==> src/rtl/ram_arbiter_if.sv <==
// ---------------------------------------------------------------------------
// ram_arbiter_if
// Bundles the requester-side handshake and the RAM-side bus of the
// ram_arbiter so the arbiter can take them as one port.
//
// Signals
//   req          per-requester request level
//   we           per-requester write enable (1=write, 0=read)
//   addr         packed addresses, requester i at [i*ADDR_W +: ADDR_W]
//   wdata        packed write data, same packing
//   done         one-cycle completion pulse to the served requester
//   rd_data      last captured read data, shared by all requesters
//   busy         arbiter is not idle
//   ram_rd       RAM read strobe
//   ram_wr       RAM write strobe
//   ram_addr     RAM address
//   ram_wr_data  RAM write data
//   ram_rd_data  RAM read data
//
// Modports
//   slave   the arbiter's view
//   master  the environment's view (requesters plus the RAM)
// ---------------------------------------------------------------------------
interface ram_arbiter_if #(
  parameter int NUM_REQ = 4,
  parameter int ADDR_W  = 8,
  parameter int DATA_W  = 8
);
  logic [NUM_REQ-1:0]        req;
  logic [NUM_REQ-1:0]        we;
  logic [NUM_REQ*ADDR_W-1:0] addr;
  logic [NUM_REQ*DATA_W-1:0] wdata;
  logic [NUM_REQ-1:0]        done;
  logic [DATA_W-1:0]         rd_data;
  logic                      busy;
  logic                      ram_rd;
  logic                      ram_wr;
  logic [ADDR_W-1:0]         ram_addr;
  logic [DATA_W-1:0]         ram_wr_data;
  logic [DATA_W-1:0]         ram_rd_data;

  modport slave (
    input  req, we, addr, wdata, ram_rd_data,
    output done, rd_data, busy, ram_rd, ram_wr, ram_addr, ram_wr_data
  );

  modport master (
    output req, we, addr, wdata, ram_rd_data,
    input  done, rd_data, busy, ram_rd, ram_wr, ram_addr, ram_wr_data
  );
endinterface

==> src/rtl/ram_arbiter.sv <==
// ---------------------------------------------------------------------------
// ram_arbiter
// Shares one single-port RAM between NUM_REQ bus masters. Level-held
// requests are granted round-robin; the winner's command is issued as a
// one-cycle rd/wr strobe, read latency is waited out, and a one-cycle done
// pulse goes back to the winner together with any captured read data.
//
// Ports
//   clk_system_i  system clock, rising edge
//   reset_n_i     asynchronous active-low reset
//   bus           ram_arbiter_if.slave: requester handshake and RAM bus
//
// All outputs come straight from registers.
// ---------------------------------------------------------------------------
module ram_arbiter #(
  parameter int NUM_REQ    = 4,
  parameter int ADDR_W     = 8,
  parameter int DATA_W     = 8,
  parameter int RD_LATENCY = 1
) (
  input  logic          clk_system_i,
  input  logic          reset_n_i,
  ram_arbiter_if.slave  bus
);

  localparam int IDX_W = $clog2(NUM_REQ);
  localparam int CNT_W = $clog2(RD_LATENCY + 1);

  typedef enum logic [1:0] {IDLE, ISSUE, WAIT, DONE} state_t;

  state_t             state_q, state_d;
  logic [IDX_W-1:0]   ptr_q, ptr_d;
  logic [IDX_W-1:0]   grant_q, grant_d;
  logic               we_q, we_d;
  logic [CNT_W-1:0]   waitCnt_q, waitCnt_d;
  logic [NUM_REQ-1:0] done_q, done_d;
  logic [DATA_W-1:0]  rdData_q, rdData_d;
  logic               busy_q, busy_d;
  logic               ramRd_q, ramRd_d;
  logic               ramWr_q, ramWr_d;
  logic [ADDR_W-1:0]  ramAddr_q, ramAddr_d;
  logic [DATA_W-1:0]  ramWrData_q, ramWrData_d;

  logic               pickValid;
  logic [IDX_W-1:0]   pickIdx;
  logic [IDX_W-1:0]   candIdx;

  // Round-robin pick: walk from the requester just after the last served
  // one, wrapping around, and take the first active request. The last
  // served requester is visited last, which makes it lowest priority.
  always_comb begin
    pickValid = 1'b0;
    pickIdx   = '0;
    candIdx   = '0;
    for (int k = 1; k <= NUM_REQ; k++) begin
      candIdx = IDX_W'((int'(ptr_q) + k) % NUM_REQ);
      if (!pickValid && bus.req[candIdx]) begin
        pickValid = 1'b1;
        pickIdx   = candIdx;
      end
    end
  end

  // Next-state and next-output logic. The RAM-side outputs are computed
  // one cycle early so that, once registered, the strobe is high exactly
  // during ISSUE and done is high exactly during DONE. The address and
  // write data are loaded at grant time and simply held afterwards, so
  // they double as the latched payload.
  always_comb begin
    state_d     = state_q;
    ptr_d       = ptr_q;
    grant_d     = grant_q;
    we_d        = we_q;
    waitCnt_d   = waitCnt_q;
    done_d      = '0;
    rdData_d    = rdData_q;
    ramRd_d     = 1'b0;
    ramWr_d     = 1'b0;
    ramAddr_d   = ramAddr_q;
    ramWrData_d = ramWrData_q;

    case (state_q)
      IDLE: begin
        if (pickValid) begin
          grant_d   = pickIdx;
          we_d      = bus.we[pickIdx];
          ramAddr_d = bus.addr[pickIdx*ADDR_W +: ADDR_W];
          if (bus.we[pickIdx]) begin
            ramWr_d     = 1'b1;
            ramWrData_d = bus.wdata[pickIdx*DATA_W +: DATA_W];
          end else begin
            ramRd_d = 1'b1;
          end
          state_d = ISSUE;
        end
      end
      ISSUE: begin
        if (we_q) begin
          done_d[grant_q] = 1'b1;
          state_d         = DONE;
        end else begin
          waitCnt_d = CNT_W'(RD_LATENCY);
          state_d   = WAIT;
        end
      end
      WAIT: begin
        // Counter reaching 1 marks the last WAIT cycle: the RAM data is
        // valid now and is captured on this edge.
        if (waitCnt_q == CNT_W'(1)) begin
          rdData_d        = bus.ram_rd_data;
          done_d[grant_q] = 1'b1;
          state_d         = DONE;
        end else begin
          waitCnt_d = waitCnt_q - 1'b1;
        end
      end
      DONE: begin
        ptr_d   = grant_q;
        state_d = IDLE;
      end
      default: state_d = IDLE;
    endcase

    busy_d = (state_d != IDLE);
  end

  // State and output registers. Reset lands in IDLE with the pointer on
  // the highest index so requester 0 is the first to win, and aborts any
  // transaction in flight without a done pulse.
  always_ff @(posedge clk_system_i or negedge reset_n_i) begin
    if (!reset_n_i) begin
      state_q     <= IDLE;
      ptr_q       <= IDX_W'(NUM_REQ - 1);
      grant_q     <= '0;
      we_q        <= 1'b0;
      waitCnt_q   <= '0;
      done_q      <= '0;
      rdData_q    <= '0;
      busy_q      <= 1'b0;
      ramRd_q     <= 1'b0;
      ramWr_q     <= 1'b0;
      ramAddr_q   <= '0;
      ramWrData_q <= '0;
    end else begin
      state_q     <= state_d;
      ptr_q       <= ptr_d;
      grant_q     <= grant_d;
      we_q        <= we_d;
      waitCnt_q   <= waitCnt_d;
      done_q      <= done_d;
      rdData_q    <= rdData_d;
      busy_q      <= busy_d;
      ramRd_q     <= ramRd_d;
      ramWr_q     <= ramWr_d;
      ramAddr_q   <= ramAddr_d;
      ramWrData_q <= ramWrData_d;
    end
  end

  assign bus.done        = done_q;
  assign bus.rd_data     = rdData_q;
  assign bus.busy        = busy_q;
  assign bus.ram_rd      = ramRd_q;
  assign bus.ram_wr      = ramWr_q;
  assign bus.ram_addr    = ramAddr_q;
  assign bus.ram_wr_data = ramWrData_q;

endmodule

==> src/flat_wrapper.sv <==
// flat-port wrapper written by rule: the top's interface ports become plain ports
module ram_arbiter_flat 
#(
  parameter int NUM_REQ    = 4,
  parameter int ADDR_W     = 8,
  parameter int DATA_W     = 8,
  parameter int RD_LATENCY = 1
)
  (clk_system_i, reset_n_i, bus_req, bus_we, bus_addr, bus_wdata, bus_ram_rd_data, bus_done, bus_rd_data, bus_busy, bus_ram_rd, bus_ram_wr, bus_ram_addr, bus_ram_wr_data);
  ram_arbiter_if #(.NUM_REQ(NUM_REQ), .ADDR_W(ADDR_W), .DATA_W(DATA_W)) bus_i ();
  input  logic clk_system_i;
  input  logic reset_n_i;
  input wire logic [$bits(bus_i.req)-1:0] bus_req;
  input wire logic [$bits(bus_i.we)-1:0] bus_we;
  input wire logic [$bits(bus_i.addr)-1:0] bus_addr;
  input wire logic [$bits(bus_i.wdata)-1:0] bus_wdata;
  input wire logic [$bits(bus_i.ram_rd_data)-1:0] bus_ram_rd_data;
  output wire logic [$bits(bus_i.done)-1:0] bus_done;
  output wire logic [$bits(bus_i.rd_data)-1:0] bus_rd_data;
  output wire logic [$bits(bus_i.busy)-1:0] bus_busy;
  output wire logic [$bits(bus_i.ram_rd)-1:0] bus_ram_rd;
  output wire logic [$bits(bus_i.ram_wr)-1:0] bus_ram_wr;
  output wire logic [$bits(bus_i.ram_addr)-1:0] bus_ram_addr;
  output wire logic [$bits(bus_i.ram_wr_data)-1:0] bus_ram_wr_data;
  assign bus_i.req = bus_req;
  assign bus_i.we = bus_we;
  assign bus_i.addr = bus_addr;
  assign bus_i.wdata = bus_wdata;
  assign bus_i.ram_rd_data = bus_ram_rd_data;
  assign bus_done = bus_i.done;
  assign bus_rd_data = bus_i.rd_data;
  assign bus_busy = bus_i.busy;
  assign bus_ram_rd = bus_i.ram_rd;
  assign bus_ram_wr = bus_i.ram_wr;
  assign bus_ram_addr = bus_i.ram_addr;
  assign bus_ram_wr_data = bus_i.ram_wr_data;
  ram_arbiter #(.NUM_REQ(NUM_REQ), .ADDR_W(ADDR_W), .DATA_W(DATA_W), .RD_LATENCY(RD_LATENCY)) u_core (.clk_system_i(clk_system_i), .reset_n_i(reset_n_i), .bus(bus_i));
endmodule
==> config.mk <==
export PLATFORM = sky130hd
export DESIGN_NAME = ram_arbiter_flat
export DESIGN_NICKNAME = d
export VERILOG_FILES = /design/src/rtl/ram_arbiter_if.sv /design/src/rtl/ram_arbiter.sv /design/src/flat_wrapper.sv
export SDC_FILE = /design/constraint.sdc
export NUM_CORES = 1
export LEC_CHECK = 0
export ABC_AREA = 1
export CAP_MARGIN = 25
export CORE_MARGIN = 2
export CORE_UTILIZATION = 46
export DETAILED_ROUTE_END_ITERATION = 10
export GPL_TIMING_DRIVEN = 0
export PLACE_DENSITY = 0.88
export SLEW_MARGIN = 40
export SYNTH_ARGS = -nofsm -noshare
export SYNTH_HDL_FRONTEND = slang
export SYNTH_SLANG_ARGS = --single-unit
==> constraint.sdc <==
create_clock -name clk_system_i -period 3.5 [get_ports clk_system_i]
set_input_delay 0.35 -clock clk_system_i [delete_from_list [all_inputs] [get_ports clk_system_i]]
set_output_delay 0.35 -clock clk_system_i [all_outputs]
set_load 0.005 [all_outputs]
==> impl_metrics.env, run 1 <==
export IMPL_run_status="finished, violations left"
export IMPL_violations="negative hold slack"
export IMPL_critPathCaptureType="flop"
export IMPL_floorplan_io_pins=113
export IMPL_fin_hold_ws_ns=-0.00825
export IMPL_ys_ff_latch=39
export IMPL_filler_cell_count=450
export IMPL_chipWidth_um=79.9
export IMPL_half_perimeter_wire_length_after_placement_um=5460
export IMPL_synthDominantAreaCellType="sky130_fd_sc_hd__dfrtp_1"
export IMPL_netlist_top_cells_area="sky130_fd_sc_hd__dfrtp_1, sky130_fd_sc_hd__nand2_1, sky130_fd_sc_hd__nand3_1"
export IMPL_cpPeakStageDelay_ns=0.53
export IMPL_fin_worst_skew_ns=0.00831
export IMPL_syn2layout_area_growth_pct=49.8
export IMPL_p_leak_nw=2.06
export IMPL_wl_um=6750
export IMPL_fmaxAchievable_mhz=453
export IMPL_design_core_area_um2=5540
export IMPL_synth_flop_cell="sky130_fd_sc_hd__dfrtp_1"
export IMPL_effective_utilization_at_floorplan=0.478
export IMPL_rsz0062_at_grt="false"
export IMPL_post_synth_design_cell_area_um2=2650
export IMPL_netlist_cell_type_count=27
export IMPL_fp_dieH_um=79.9
export IMPL_vias_per_cell=4.80
export IMPL_finalNetCount=589
export IMPL_crit_path_cell_trace="buf_6, inv_6, nand2_1, nand2_1, nand2_1, nand2_2, inv_2, nand2_1, nand2_2, buf_2, nand3_1, nand3_1, nand2_1, nand3_1, nand2_1"
export IMPL_synthDominantCellAreaShare=0.350
export IMPL_clk_root_buffer_cell="sky130_fd_sc_hd__clkbuf_8"
export IMPL_synthesis_instances=383
export IMPL_cp_arrival_ns=2.39
export IMPL_hold_path_class="in2async"
export IMPL_combined_global_route_utilization_of_all_metal_layers=0.222
export IMPL_die_area_um2=6380
export IMPL_detail_route_wl_per_cell_um=11.7
export IMPL_drtAntennaViolNets=0
export IMPL_share_comb_of_total_power=0.709
export IMPL_gp_congestion=0.842
export IMPL_grt_pass1_vias=2667
export IMPL_synth_async_reset_ratio=1.00
export IMPL_critical_path_source_type="flop"
export IMPL_layout_cells_most_common="sky130_fd_sc_hd__nand2_1"
export IMPL_syn_nets=469
export IMPL_holdBufCountCts=0
export IMPL_final_hold_violation_count=5
export IMPL_critPathMostFrequentCell="sky130_fd_sc_hd__nand2_1"
export IMPL_setup_repair_bufs_after_cts=0
export IMPL_first_pass_iters=4
export IMPL_grt_pass1_wl_um=11300
export IMPL_commonest_cells_after_routing_fill_and_taps_aside="sky130_fd_sc_hd__nand2_1, sky130_fd_sc_hd__clkdlybuf4s50_1, sky130_fd_sc_hd__inv_1"
export IMPL_power_density_nw_per_um2=912
export IMPL_cts_buffers=5
export IMPL_max_slew_margin_rel=0.709
export IMPL_placementRows=27
export IMPL_maximum_number_of_pins_on_one_net_before_global_route_repair=23
export IMPL_num_clock_sinks=39
export IMPL_yosysWarningCount=0
export IMPL_cts_clk_slew_worst_paths_ns=0.08
export IMPL_max_cap_viol_count=0
export IMPL_antenna_violations_before_repair=0
export IMPL_buffer_ports_inserted=112
export IMPL_max_slew_violation_total_from_the_final_report=0
export IMPL_globalRoute_totalOverflow=0
export IMPL_setup_tns_final_ns=0
export IMPL_irDropWorstVdd_mv=0.472
export IMPL_drive_gt1_frac=0.107
export IMPL_final_min_period_over_clock_period=0.631
export IMPL_p_sw_mw=1.70
export IMPL_required_ns=3.68
export IMPL_number_of_synthesized_flops_with_an_enable_pin=0
export IMPL_internal_power_consumption_mw=1.92
export IMPL_cts_resized_gates=0
export IMPL_cp_max_fo=10
export IMPL_setup_viol=0
export IMPL_timing_setup_critical_path_class="reg2reg"
export IMPL_first_iter_violations=82
export IMPL_clk_pwr_share=0.080
export IMPL_via_count=2765
export IMPL_ctsLongestPathBuffers=2
export IMPL_synth_seq_area_share=0.369
export IMPL_avgSynthCellArea_um2=6.92
export IMPL_clkLatencyLatePin_ns=0.29
export IMPL_drcViolationCount=0
export IMPL_seq_power_share=0.211
export IMPL_cts_tree="built"
export IMPL_worst_path_max_delay_cell="sky130_fd_sc_hd__dfstp_2"
export IMPL_tightest_slew_ns=0.437
export IMPL_switch_share=0.471
export IMPL_layout_min_cycle_time_ns=2.21
export IMPL_cts_htree_levels=2
export IMPL_antenna_diode_count=0
## area by class of cell
cell class	instances	area, um^2	share of cell area
tap	72	90.1	0.0227
sequential	39	978	0.247
buffer	15	115	0.0290
clock buffer	6	72.6	0.0183
timing repair buffer	113	1140	0.288
inverter	67	256	0.0646
clock inverter	2	12.5	0.00315
multi-input combinational	262	1300	0.327
## final timing paths
check                                                             end                          from  slack (ns)  cells after the start
worst max-delay path            u_core.bus.ram_wr_data[7]$_DFFE_PN0P_   u_core.ptr_q[0]$_DFFE_PN1N_        1.29                     15
worst min-delay path               u_core.bus.ram_addr[3]$_DFFE_PN0P_                     reset_n_i      -0.008                      1
worst max register to register  u_core.bus.ram_wr_data[7]$_DFFE_PN0P_   u_core.ptr_q[0]$_DFFE_PN1N_        1.29                     15
worst min register to register           u_core.waitCnt_q$_DFFE_PN0P_  u_core.waitCnt_q$_DFFE_PN0P_        0.47                      2
max in group asynchronous                u_core.waitCnt_q$_DFFE_PN0P_                     reset_n_i        3.05                      2
min in group clk_system_i                u_core.waitCnt_q$_DFFE_PN0P_  u_core.waitCnt_q$_DFFE_PN0P_        0.47                      2
## critical path: cells and delay by family, from the launching register on
kind,cells,cell delay [ns]
buffers and inverters,4,0.51
AND/OR/NAND/NOR,11,1.07
flip-flops,1,0.53
## logic make-up (layout without fill, tap and decap cells)
group                    count (synthesis)  in the layout  synth area share
AND/OR/NAND/NOR                        235            235             0.403
AO/OA/AOI/OAI                           15             15            0.0340
multiplexers                             8              8            0.0340
adder cells (fa/ha/maj)                  4              4            0.0189
flip-flops                              39             39             0.369
buffers and inverters                   82            203             0.140
## power groups by stage
stage	registers, mW	logic (mW)	clock network (mW)
4_1_cts	0.762	2.56	0.293
3_3_place_gp	0.766	2.47	0
2_1_floorplan	0.770	1.74	0
3_5_place_dp	0.770	2.55	0
5_1_grt	0.780	2.89	0.316
6_report	0.763	2.57	0.290
## synthesized netlist by cell type (2+ instances only)
cell                       number
sky130_fd_sc_hd__nor2_1        14
sky130_fd_sc_hd__nand3b_1       8
sky130_fd_sc_hd__nand2_2        8
sky130_fd_sc_hd__buf_6          6
sky130_fd_sc_hd__inv_2          3
sky130_fd_sc_hd__nand2_1      135
sky130_fd_sc_hd__nand3_1       60
sky130_fd_sc_hd__nor2_2         2
sky130_fd_sc_hd__buf_2          5
sky130_fd_sc_hd__nand3_2        2
sky130_fd_sc_hd__nand2_4        2
sky130_fd_sc_hd__ha_1           4
sky130_fd_sc_hd__clkbuf_1       2
sky130_fd_sc_hd__dfrtp_1       37
sky130_fd_sc_hd__dfstp_2        2
sky130_fd_sc_hd__mux2_2         8
sky130_fd_sc_hd__inv_1         63
sky130_fd_sc_hd__buf_4          2
sky130_fd_sc_hd__o21ai_0        5
sky130_fd_sc_hd__o21ai_1        8
## per-layer routing
| layer | GRT usage | up-vias | wire, um |
|---|---|---|---|
| met2 | 0.404 | 108 | 3330 |
| met4 | 0.0661 | 0 | 117 |
| li1 | - | 1413 | - |
| met1 | 0.253 | 1233 | 2770 |
| met3 | 0.0566 | 11 | 523 |
| met5 | 0 | - | 0 |
## state kept, by name (all words and copies together) (netlist names)
register and flops:
u_core.ptr_q 2, u_core.bus.done 4, u_core.bus.busy 1, u_core.grant_q 2
u_core.bus.ram_addr 8, u_core.bus.ram_wr_data 8, u_core.bus.rd_data 8, u_core.waitCnt_q 1
u_core.state_q 2, u_core.bus.ram_rd 1, u_core.bus.ram_wr 1, u_core.we_q 1
## metrics by stage
stage	instances	worst slack [ns]	util	instance area (um^2)	power, mW
after global placement	567	1.21	0.697	3860	3.24
after detailed placement	568	1.16	0.701	3880	3.32
final	576	1.29	0.716	3970	3.62
after global routing	576	1.08	0.716	3970	3.99
after floorplan	383	1.60	-	2650	2.51
after CTS	576	1.30	0.716	3970	3.62
(Power assumes the default switching activity.)
==> run 2: changes to the inputs <==
--- a/config.mk
+++ b/config.mk
@@ -8,10 +8,10 @@
 export ABC_AREA = 1
 export CAP_MARGIN = 25
 export CORE_MARGIN = 2
-export CORE_UTILIZATION = 46
+export CORE_UTILIZATION = 39
 export DETAILED_ROUTE_END_ITERATION = 10
 export GPL_TIMING_DRIVEN = 0
-export PLACE_DENSITY = 0.88
+export PLACE_DENSITY = 0.8
 export SLEW_MARGIN = 40
 export SYNTH_ARGS = -nofsm -noshare
 export SYNTH_HDL_FRONTEND = slang
==> constraint.sdc (replaced) <==
create_clock -name clk_system_i -period 1.8 [get_ports clk_system_i]
set_input_delay 0.18 -clock clk_system_i [delete_from_list [all_inputs] [get_ports clk_system_i]]
set_output_delay 0.18 -clock clk_system_i [all_outputs]
set_load 0.005 [all_outputs]
==> run 2 against run 1 <==
The flow finishes with violations (negative setup slack); power rose to 2.6 times the previous value; die area is 17% higher; combinational power grew to 2.8 times the previous value; global-route usage shrank 1.2 points; cell area up 16%; worst setup slack got worse by 1.7 ns; final cell count up 6.1%; critical path depth unchanged; hold slack better by 0.41 ns; clock power grew to 2.6 times the previous value; critical endpoint is now u_core.bus.ram_addr[7]$_DFFE_PN0P_; largest cell class unchanged.
==> impl_metrics.env, run 2 (same netlist as run 1, synthesis figures left out) <==
export IMPL_run_status="finished, violations left"
export IMPL_violations="negative setup slack"
export IMPL_design_core_area_um2=6680
export IMPL_internal_power_consumption_mw=5.09
export IMPL_detail_route_met2_wl_um=4260
export IMPL_critical_path_source_type="flop"
export IMPL_half_perimeter_wire_length_after_placement_um=5690
export IMPL_cts_htree_levels=2
export IMPL_max_cap_viol_count=0
export IMPL_p_sw_mw=4.35
export IMPL_placementRows=30
export IMPL_clk_root_buffer_cell="sky130_fd_sc_hd__clkbuf_8"
export IMPL_rsz0062_at_grt="true"
export IMPL_irDropWorstVdd_mv=0.901
export IMPL_required_ns=2.04
export IMPL_num_clock_sinks=39
export IMPL_combined_global_route_utilization_of_all_metal_layers=0.210
export IMPL_layout_min_cycle_time_ns=2.18
export IMPL_drtAntennaViolNets=0
export IMPL_drt_met1_wl_um=3470
export IMPL_chipWidth_um=86.4
export IMPL_timing_final_ws_setup_ns=-0.381
export IMPL_cp_max_fo=8
export IMPL_critical_path_reg2reg_endpoint="u_core.bus.ram_addr[7]$_DFFE_PN0P_"
export IMPL_die_area_um2=7470
export IMPL_top_sig_layer="met4"
export IMPL_reg2reg_setup_slack_ns=-0.38
export IMPL_cp_arrival_ns=2.42
export IMPL_finalNetCount=616
export IMPL_cts_buffers=5
export IMPL_p_leak_nw=2.33
export IMPL_worst_setup_path_start="u_core.ptr_q[0]$_DFFE_PN1N_"
export IMPL_wl_met3_um=442
export IMPL_buffer_ports_inserted=112
export IMPL_grt_pass1_wl_um=12700
export IMPL_clk_pwr_share=0.079
export IMPL_first_iter_violations=160
export IMPL_vias_per_cell=4.99
export IMPL_max_slew_margin_rel=0.646
export IMPL_postLayoutCoreUtil=0.689
export IMPL_syn2layout_area_growth_pct=73.7
export IMPL_regToRegStartpoint="u_core.ptr_q[0]$_DFFE_PN1N_"
export IMPL_cts_tree="built"
export IMPL_reg2regPathDepth=15
export IMPL_drcViolationCount=0
export IMPL_final_hold_violation_count=0
export IMPL_fin_hold_ws_ns=0.403
export IMPL_power_density_nw_per_um2=2050
export IMPL_hold_path_class="in2async"
export IMPL_wl_um=8380
export IMPL_first_pass_iters=4
export IMPL_clkLatencyLatePin_ns=0.29
export IMPL_gp_congestion=0.871
export IMPL_fp_dieH_um=86.4
export IMPL_via_count=3047
export IMPL_fin_worst_skew_ns=0.00884
export IMPL_antenna_violations_before_repair=0
export IMPL_seq_power_share=0.158
export IMPL_antenna_diode_count=0
export IMPL_fmaxAchievable_mhz=459
export IMPL_final_cell_area_um2=4600
export IMPL_switch_share=0.461
export IMPL_floorplan_io_pins=113
export IMPL_final_min_period_over_clock_period=1.21
export IMPL_ctsLongestPathBuffers=2
export IMPL_placed_cells_incl_taps=576
export IMPL_commonest_cells_after_routing_fill_and_taps_aside="sky130_fd_sc_hd__nand2_1, sky130_fd_sc_hd__clkdlybuf4s50_1, sky130_fd_sc_hd__inv_1"
export IMPL_maximum_number_of_pins_on_one_net_before_global_route_repair=22
export IMPL_detail_route_wl_per_cell_um=13.7
export IMPL_detailed_place_area_um2=3940
export IMPL_max_slew_violation_total_from_the_final_report=0
export IMPL_setup_tns_final_ns=-7.01
export IMPL_instances_no_fill=611
export IMPL_timing_setup_critical_path_class="reg2reg"
export IMPL_tightest_slew_ns=0.531
export IMPL_cts_clk_slew_worst_paths_ns=0.08
export IMPL_grt_pass1_vias=2839
export IMPL_critPathCaptureType="flop"
export IMPL_setup_viol=22
export IMPL_share_comb_of_total_power=0.763
export IMPL_effective_utilization_at_floorplan=0.396
export IMPL_drive_gt1_frac=0.230
export IMPL_globalRoute_totalOverflow=0
[run 2: how the worst max path moves through the flow]
stage / end / slack [ns] / depth (start not counted)
after floorplan: u_core.bus.ram_wr_data[5]$_DFFE_PN0P_ / -0.08 / 16
after global placement: u_core.bus.ram_addr[3]$_DFFE_PN0P_ / -0.31 / 1
final: u_core.bus.ram_addr[7]$_DFFE_PN0P_ / -0.38 / 15
after detailed placement: u_core.bus.ram_wr_data[3]$_DFFE_PN0P_ / -0.36 / 16
after global routing: u_core.bus.ram_addr[7]$_DFFE_PN0P_ / -0.50 / 16
after CTS: u_core.bus.ram_addr[4]$_DFFE_PN0P_ / -0.28 / 17
[run 2: area by class of cell]
class / instances / area, um^2
Timing Repair Buffer: 137 / 1400
Clock buffer: 6 / 82.6
Sequential cell: 39 / 978
Buffer: 15 / 151
Fill cell: 531 / 2080
Clock inverter: 2 / 35.0
Multi-Input combinational cell: 265 / 1590
Inverter: 67 / 264
Tap cell: 80 / 100
[run 2: layer usage]
metal  global-route usage  up-vias
li1                     -     1476
met1                0.254     1423
met2                0.376      126
met3               0.0324       22
met4               0.0767        0
met5                    0        -
[run 2: per-stage QoR]
step	setup WS (ns)	power [mW]
finish	-0.381	9.44
global route	-0.497	10.1
CTS	-0.282	8.47
detailed placement	-0.360	6.65
floorplan	-0.0752	5.01
global placement	-0.312	6.46
[run 2: critical path: stages, from the launching register on]
cell	delay, ns
sky130_fd_sc_hd__dfstp_2	0.54
sky130_fd_sc_hd__buf_8	0.13
sky130_fd_sc_hd__buf_4	0.12
sky130_fd_sc_hd__nand2_1	0.05
sky130_fd_sc_hd__nand3_1	0.08
sky130_fd_sc_hd__nand2_2	0.08
sky130_fd_sc_hd__nor2_4	0.16
sky130_fd_sc_hd__nand3_4	0.15
sky130_fd_sc_hd__nand2_8	0.15
sky130_fd_sc_hd__nand2_8	0.11
sky130_fd_sc_hd__clkbuf_16	0.18
sky130_fd_sc_hd__nand2_1	0.05
sky130_fd_sc_hd__nand2_1	0.04
sky130_fd_sc_hd__o21ai_1	0.14
sky130_fd_sc_hd__nand2_1	0.08
sky130_fd_sc_hd__nand2_1	0.07
[run 2: repair_timing]
action | in CTS | in global routing
gates resized for setup | 36 | 39
setup endpoints to repair | 22 | 23
pin swaps | 11 | 19
hold buffers | 1 | 0
buffers inserted | 15 | 3
gates cloned | 6 | 2
endpoints found under the hold margin | 18 | 0
[run 2: power groups by stage]
stage | logic, mW | clock network (mW) | registers (mW)
after floorplan | 3.51 | 0 | 1.50
after global placement | 4.98 | 0 | 1.48
after detailed placement | 5.15 | 0 | 1.50
after CTS | 6.23 | 0.760 | 1.48
after global routing | 7.79 | 0.802 | 1.53
final | 7.20 | 0.746 | 1.49
